--- src/rtl/bp_resolve_unit.sv ---
// ============================================================================
// Module   : bp_resolve_unit
// Purpose  : BTB update side. It keeps in-order fetch predictions, resolves them
//            oldest-first, raises flush/redirect on mispredict and writes the BTB.
// Options  : BP_STATS_EN enables the resolved-branch and mispredict counters.
// Revision : 1.0 - initial release
// ============================================================================
`default_nettype none

module bp_resolve_unit #(
  parameter int DEPTH = 4,
  parameter int IDX_W = 6
) (
  input  logic               clk,
  input  logic               rst_n,
  input  logic               pred_valid,
  output logic               pred_ready,
  input  logic [31:0]        pred_pc,
  input  logic               pred_hit,
  input  logic [1:0]         pred_state,
  input  logic [31:0]        pred_target,
  input  logic               res_valid,
  output logic               res_ready,
  input  logic               res_taken,
  input  logic [31:0]        res_target,
  output logic               flush,
  output logic [31:0]        redirect_pc,
  output logic               upd_valid,
  output logic [IDX_W-1:0]   upd_index,
  output logic [29-IDX_W:0]  upd_tag,
  output logic [1:0]         upd_state,
  output logic [31:0]        upd_target,
  output logic [31:0]        stat_branches,
  output logic [31:0]        stat_mispredicts
);

  localparam int PTR_W = $clog2(DEPTH);
  localparam int CNT_W = PTR_W + 1;
  localparam logic [CNT_W-1:0] C_FULL = CNT_W'(DEPTH);

  logic [31:0]      r_pc_q     [DEPTH];
  logic             r_hit_q    [DEPTH];
  logic [1:0]       r_state_q  [DEPTH];
  logic [31:0]      r_target_q [DEPTH];

  logic [PTR_W-1:0] r_wr_ptr;
  logic [PTR_W-1:0] r_rd_ptr;
  logic [CNT_W-1:0] r_count;

  logic             w_pred_ready;
  logic             w_res_ready;
  logic             w_pop;
  logic             w_push;
  logic             w_mispredict;
  logic [31:0]      w_head_pc;
  logic             w_head_hit;
  logic [1:0]       w_head_state;
  logic [31:0]      w_head_target;
  logic [31:0]      w_seq_pc;
  logic [31:0]      w_pred_next;
  logic [31:0]      w_actual_next;
  logic [1:0]       w_new_state;

  logic             r_flush;
  logic [31:0]      r_redirect_pc;
  logic             r_upd_valid;
  logic [IDX_W-1:0] r_upd_index;
  logic [29-IDX_W:0] r_upd_tag;
  logic [1:0]       r_upd_state;
  logic [31:0]      r_upd_target;

  // Ready signals depend on occupancy only, never on the valid inputs.
  assign w_pred_ready = (r_count != C_FULL);
  assign w_res_ready  = (r_count != '0);

  assign w_head_pc     = r_pc_q[r_rd_ptr];
  assign w_head_hit    = r_hit_q[r_rd_ptr];
  assign w_head_state  = r_state_q[r_rd_ptr];
  assign w_head_target = r_target_q[r_rd_ptr];

  assign w_seq_pc      = w_head_pc + 32'd4;
  assign w_pred_next   = (w_head_hit & w_head_state[1]) ? w_head_target : w_seq_pc;
  assign w_actual_next = res_taken ? res_target : w_seq_pc;

  assign w_pop        = res_valid & w_res_ready;
  assign w_mispredict = w_pop & (w_pred_next != w_actual_next);
  // A push racing a mispredict belongs to the wrong path and is dropped.
  assign w_push       = pred_valid & w_pred_ready & ~w_mispredict;

  always_comb begin
    w_new_state = 2'b10;
    if (w_head_hit) begin
      if (res_taken) begin
        w_new_state = (w_head_state == 2'b11) ? 2'b11 : w_head_state + 2'b01;
      end else begin
        w_new_state = (w_head_state == 2'b00) ? 2'b00 : w_head_state - 2'b01;
      end
    end
  end

  always_ff @(posedge clk) begin
    if (w_push) begin
      r_pc_q[r_wr_ptr]     <= pred_pc;
      r_hit_q[r_wr_ptr]    <= pred_hit;
      r_state_q[r_wr_ptr]  <= pred_state;
      r_target_q[r_wr_ptr] <= pred_target;
    end
  end

  always_ff @(posedge clk or negedge rst_n) begin
    if (!rst_n) begin
      r_wr_ptr <= '0;
      r_rd_ptr <= '0;
      r_count  <= '0;
    end else if (w_mispredict) begin
      r_rd_ptr <= r_wr_ptr;
      r_count  <= '0;
    end else begin
      if (w_push) r_wr_ptr <= r_wr_ptr + PTR_W'(1);
      if (w_pop)  r_rd_ptr <= r_rd_ptr + PTR_W'(1);
      r_count <= r_count + CNT_W'(w_push) - CNT_W'(w_pop);
    end
  end

  always_ff @(posedge clk or negedge rst_n) begin
    if (!rst_n) begin
      r_flush       <= 1'b0;
      r_redirect_pc <= '0;
      r_upd_valid   <= 1'b0;
      r_upd_index   <= '0;
      r_upd_tag     <= '0;
      r_upd_state   <= '0;
      r_upd_target  <= '0;
    end else begin
      r_flush     <= w_mispredict;
      r_upd_valid <= w_pop & (w_head_hit | res_taken);
      if (w_mispredict) r_redirect_pc <= w_actual_next;
      if (w_pop) begin
        r_upd_index  <= w_head_pc[IDX_W+1:2];
        r_upd_tag    <= w_head_pc[31:IDX_W+2];
        r_upd_state  <= w_new_state;
        r_upd_target <= res_taken ? res_target : w_head_target;
      end
    end
  end

`ifdef BP_STATS_EN
  logic [31:0] r_stat_branches;
  logic [31:0] r_stat_mispredicts;

  always_ff @(posedge clk or negedge rst_n) begin
    if (!rst_n) begin
      r_stat_branches    <= '0;
      r_stat_mispredicts <= '0;
    end else begin
      if (w_pop)        r_stat_branches    <= r_stat_branches + 32'd1;
      if (w_mispredict) r_stat_mispredicts <= r_stat_mispredicts + 32'd1;
    end
  end

  assign stat_branches    = r_stat_branches;
  assign stat_mispredicts = r_stat_mispredicts;
`else
  assign stat_branches    = '0;
  assign stat_mispredicts = '0;
`endif

  assign pred_ready  = w_pred_ready;
  assign res_ready   = w_res_ready;
  assign flush       = r_flush;
  assign redirect_pc = r_redirect_pc;
  assign upd_valid   = r_upd_valid;
  assign upd_index   = r_upd_index;
  assign upd_tag     = r_upd_tag;
  assign upd_state   = r_upd_state;
  assign upd_target  = r_upd_target;

endmodule

`default_nettype wire
--- config.mk ---
export PLATFORM = sky130hd
export DESIGN_NAME = bp_resolve_unit
export DESIGN_NICKNAME = d
export VERILOG_FILES = /design/src/rtl/bp_resolve_unit.sv
export SDC_FILE = /design/constraint.sdc
export NUM_CORES = 1
export LEC_CHECK = 0
export CORE_UTILIZATION = 45
export CTS_CLUSTER_DIAMETER = 100
export CTS_CLUSTER_SIZE = 16
export DETAILED_ROUTE_END_ITERATION = 7
export PLACE_DENSITY_LB_ADDON = 0.08
export SYNTH_ARGS = -nofsm -noshare
export SYNTH_HDL_FRONTEND = slang
export SYNTH_SLANG_ARGS = --single-unit
--- constraint.sdc ---
create_clock -name clk -period 7.3 [get_ports clk]
set_clock_uncertainty 0.05 [all_clocks]
set_input_delay 2.19 -clock clk [delete_from_list [all_inputs] [get_ports clk]]
set_output_delay 2.19 -clock clk [all_outputs]
set_load 0.02 [all_outputs]
==> reports/qor.yml, run 1 <==
synth_ff_type: "edfxtp_1"
setup_viol: 0
cts_tree: "built"
antenna_found_initial: 2
yosys.area_share.simple_pct: 10.8
grt_pass1_vias: 10800
synth_area_leaders: "edfxtp_1, dfrtp_1, mux4_2, nand2_1, xnor2_1"
synth_top_area_cell: "edfxtp_1"
ctsHoldBuffers: 0
fin_cells: 2003
grt-ovfl-total: 0
layout-drive-gt1-share_pct: 12.5
crit_path_max_fanout: 29
cts_sinks: 373
port_buffers: 203
start_util_pct: 45.7
ys_seq_elements: 373
arrival_ps: 6610
synth.top_cell.area_share_pct: 45.6
r2r_cells: 19
synth_cell_types: 86
wl_per_cell_um: 24.3
ctsResizeCount: 0
final_util_pct: 53.9
design_area_sq_mm: 0.0208
drc: 0
firstDrtPassIters: 5
synth_top_family_by_area: "multiplexers"
leakage_nw: 7.55
min_path_cells: 2
synth_compound_area_share_pct: 5.73
max_cap_violations: 0
cts_setup_buffers: 0
synth-edff-count: 268
synth_mux_area_share_pct: 11.9
fmax_mhz: 160
required_ps: 7660
vias: 11000
hold_viol_final: 0
die_h_um: 200
numCtsBuffers: 27
via_per_inst: 5.48
yosys_warnings: 0
post_synth_fa_ha_maj_area_fraction_pct: 0.723
synthArstFlopShare_pct: 28.2
finalSetupTns_ps: 0
slew_headroom_pct: 48.0
peakVddDrop_uv: 211
clockBufferDepth: 3
synth.most_common_cell: "edfxtp_1"
h-tree-depth: 1
track_usage_pct: 24.6
finalWirelength_um: 48700
synthCells: 1261
grt_max_degree: 83
fin_crit_ps: 6250
area_growth_pct: 17.9
finalCritPeriodShare_pct: 85.6
ys_top_cells_by_count: "edfxtp_1, nand2_1, dfrtp_1, buf_4"
drt-initial-drc-count: 832
finalMaxSlewViolations: 0
gp_congestion: 0.941
synth_area_per_cell_sq_um: 14.0
fillers: 3271
run_status: "completed"
placedCellCount: 1952
crit_type: "reg2reg"
core_sq_mm: 0.0386
rsz0062_at_grt: "false"
die_w_um: 200
root_buffer: "clkbuf_16"
clock_latency_ps: 570
dieArea_sq_mm: 0.0400
worst_hold_slack_ps: 423
hold_path_class: "reg2reg"
tightest_slew_ps: 780
p_per_area_mw_per_mm2: 423
clkTransAtPathRegs_ps: 80
hpwl_um: 35100
grt_pass1_wl_um: 71200
io_pins: 268
antenna_left: 0
rows: 72
end_kind: "register"
placedInstanceArea_sq_mm: 0.0200
synth_area_sq_mm: 0.0177
nets: 1575
synth-seq-area-share_pct: 60.5
synth-xor-area-share_pct: 4.91
cp-start-kind: "register"
layer usage:
layer,wire (um),GRT usage [%],vias to the layer above
met5,14,0,-
met4,1220,6.76,2
met3,2810,3.07,69
met2,23200,39.7,384
met1,21500,35.2,5521
li1,-,-,4992
kinds of logic after synthesis:
kind of cell,Yosys count
fa+ha+maj,10
flops,373
other cells,1
mux,107
xor+xnor,99
compound gates,148
simple gates,376
buf+inv,147
sequential cells by signal, indices dropped and copies added (netlist names), 2 cells and up:
signal,count
r_count,3
r_target_q,128
r_wr_ptr,2
upd_state,2
r_hit_q,4
upd_tag,24
upd_index,6
r_state_q,8
r_pc_q,128
upd_target,32
redirect_pc,32
r_rd_ptr,2
layout make-up:
class / count / area (sq um) / share of cell area [%]
diodes: 1 / 2.50 / 0.0120
clock buffers: 47 / 751 / 3.61
clock inverters: 3 / 47.5 / 0.228
inverters: 20 / 76.3 / 0.367
multi-input cells: 804 / 6260 / 30.1
flip-flops and latches: 373 / 10700 / 51.3
well taps: 518 / 648 / 3.11
repair buffers: 237 / 2340 / 11.3
final timing paths:
| check | start | end | slack (ps) |
|---|---|---|---|
| max | r_rd_ptr[1] | r_count[2] | 1050 |
| min | upd_tag[19] | upd_tag[19] | 420 |
| max reg2reg | r_rd_ptr[1] | r_count[2] | 1050 |
| min reg2reg | upd_tag[19] | upd_tag[19] | 420 |
| max in group asynchronous | rst_n | upd_target[0] | 4370 |
| min in group asynchronous | rst_n | upd_index[4] | 1650 |
where the power goes:
| part | total [mW] | internal (mW) | switching, mW |
|---|---|---|---|
| combinational | 4.22 | 1.72 | 2.50 |
| sequential | 3.13 | 2.82 | 0.305 |
| clock | 1.46 | 0.734 | 0.722 |
| total | 8.81 | 5.28 | 3.53 |
through the flow:
| step | power, mW | setup slack (ps) |
|---|---|---|
| finish | 8.81 | 1050 |
| global placement | 7.39 | 589 |
| CTS | 8.87 | 986 |
| floorplan | 5.80 | 967 |
| detailed placement | 7.41 | 553 |
| global route | 9.25 | 736 |
cells in the final DEF, fill, tap and decap left out, types with 19 or more instances in the layout:
cell type,instances
clkbuf_16,27
nand2_1,186
edfxtp_1,268
xor2_1,38
inv_1,19
o21ai_0,38
buf_4,30
a31oi_1,41
clkdlybuf4s50_1,201
dfrtp_1,103
nor2_1,61
mux2_4,26
mux4_2,52
xnor2_1,61
conb_1,64
clkbuf_1,20
critical path, cell delays in order (launching register included):
cell      delay (ps)
dfrtp_2          860
mux4_2           490
nand3_1          340
or4_1            840
or3_1            480
xor2_1           240
xor2_1           190
a41oi_1          280
o41ai_2          410
nand4_4          300
a21boi_4         300
inv_1             70
ha_1             270
inv_1             60
ha_1             140
inv_1             50
fa_1             360
xor2_1           160
xnor2_1          150
a21oi_1           50
(Power assumes the default switching activity.)
==> run 2, diff against run 1 <==
--- a/config.mk
+++ b/config.mk
@@ -9,7 +9,8 @@
 export CTS_CLUSTER_DIAMETER = 100
 export CTS_CLUSTER_SIZE = 16
 export DETAILED_ROUTE_END_ITERATION = 7
-export PLACE_DENSITY_LB_ADDON = 0.08
+export PLACE_DENSITY = 0.78
+export SLEW_MARGIN = 20
 export SYNTH_ARGS = -nofsm -noshare
 export SYNTH_HDL_FRONTEND = slang
 export SYNTH_SLANG_ARGS = --single-unit
==> reports/qor.yml, run 2 (synthesis gave the netlist of run 1 again) <==
run_status: "completed"
cts_setup_buffers: 0
root_buffer: "clkbuf_16"
top_regs: "r_pc_q: 128 flops, r_target_q: 128 flops"
grt_pass1_vias: 11000
wl_met3_um: 3780
ctsHoldBuffers: 0
wl_met1_um: 19600
die_h_um: 200
layout-drive-gt1-share_pct: 11.8
numCtsBuffers: 27
route.met2.wl_um: 23400
finalMaxSlewViolations: 0
h-tree-depth: 1
worst_hold_slack_ps: 426
required_ps: 7680
port_buffers: 203
core_sq_mm: 0.0386
vias: 11200
drt-initial-drc-count: 1028
clkTransAtPathRegs_ps: 80
clockBufferDepth: 3
crit_path_max_fanout: 34
track_usage_pct: 24.2
cp-start-kind: "register"
cts_tree: "built"
hold_path_class: "reg2reg"
wl_per_cell_um: 24.1
end_kind: "register"
hold_start: "upd_index[3]"
cts_sinks: 373
rows: 72
grt_pass1_wl_um: 70300
crit_type: "reg2reg"
p_per_area_mw_per_mm2: 422
routed.top_layer: "met5"
rr_startpoint: "r_rd_ptr[0]"
tightest_slew_ps: 803
antenna_left: 0
firstDrtPassIters: 7
fin_crit_ps: 6410
grt-ovfl-total: 0
slew_headroom_pct: 46.3
finalWirelength_um: 48100
power_mw: 8.75
arrival_ps: 6790
finalCritPeriodShare_pct: 87.8
clock_latency_ps: 570
final_common_cell: "edfxtp_1"
dieArea_sq_mm: 0.0400
gp_congestion: 0.970
antenna_found_initial: 5
max_cap_violations: 0
preCtsSetupSlack_ps: 571
final_cell_mix: "edfxtp_1, clkdlybuf4s50_1, nand2_1"
area_growth_pct: 17.4
start_util_pct: 45.7
drc: 0
leakage_nw: 7.50
startpoint: "r_rd_ptr[0]"
fmax_mhz: 156
nets: 1564
die_w_um: 200
ctsResizeCount: 0
rsz0062_at_grt: "false"
peakVddDrop_uv: 194
via_per_inst: 5.63
rrSetupSlack_ps: 890
hold_viol_final: 0
timing.final.ws_setup_ps: 890
finalSetupTns_ps: 0
grt_max_degree: 63
setup_viol: 0
hpwl_um: 34600
io_pins: 268
[run 2: cell types whose count changed in the layout (fill, tap and decap cells not counted), sizes merged]
cell / before / now
diode: 1 / 2
buf: 36 / 25
[run 2: area by class of cell]
| type | count | area (sq um) |
|---|---|---|
| clock inverter | 3 | 47.5 |
| inverter | 20 | 76.3 |
| fill | 3180 | 17900 |
| antenna | 2 | 5.00 |
| timing repair buffer | 226 | 2250 |
| tap | 518 | 648 |
| clock buffer | 47 | 751 |
| sequential | 373 | 10700 |
| multi-input combinational | 804 | 6260 |
[run 2: critical path, cell delays in order, from the launching register on]
cell	delay, ps
dfrtp_4	860
mux4_1	590
nand4_4	360
or4_1	860
or3_1	460
xor2_1	220
xor2_1	170
a41oi_1	250
o41ai_2	480
nand4_4	290
a21boi_4	300
inv_1	70
ha_1	270
inv_1	60
ha_1	140
inv_1	50
fa_1	370
xor2_1	180
xnor2_1	140
a21oi_1	60
[run 2: path summary, 6_finish.rpt]
path,end,cells past startpoint
max,r_count[2],19
min,upd_index[3],2
max reg2reg,r_count[2],19
min reg2reg,upd_index[3],2
max in group asynchronous,r_rd_ptr[0],2
min in group asynchronous,upd_index[3],1
[run 2: through the flow]
| step | area (sq um) | instances | util, % |
|---|---|---|---|
| global route | 20700 | 1993 | 53.6 |
| global placement | 19900 | 1941 | 51.5 |
| finish | 20700 | 1993 | 53.6 |
| floorplan | 17900 | 1324 | - |
| CTS | 20700 | 1991 | 53.6 |
| detailed placement | 19900 | 1941 | 51.5 |
[run 2: where the power goes]
group          switching, mW  internal [mW]  total [mW]
clock                  0.708          0.734        1.44
combinational           2.47           1.69        4.16
sequential             0.321           2.83        3.15
[run 2: routing by layer]
layer	GRT usage (%)	vias up
met2	39.5	530
met3	4.94	77
li1	-	4984
met4	7.46	6
met5	0	-
met1	32.6	5626
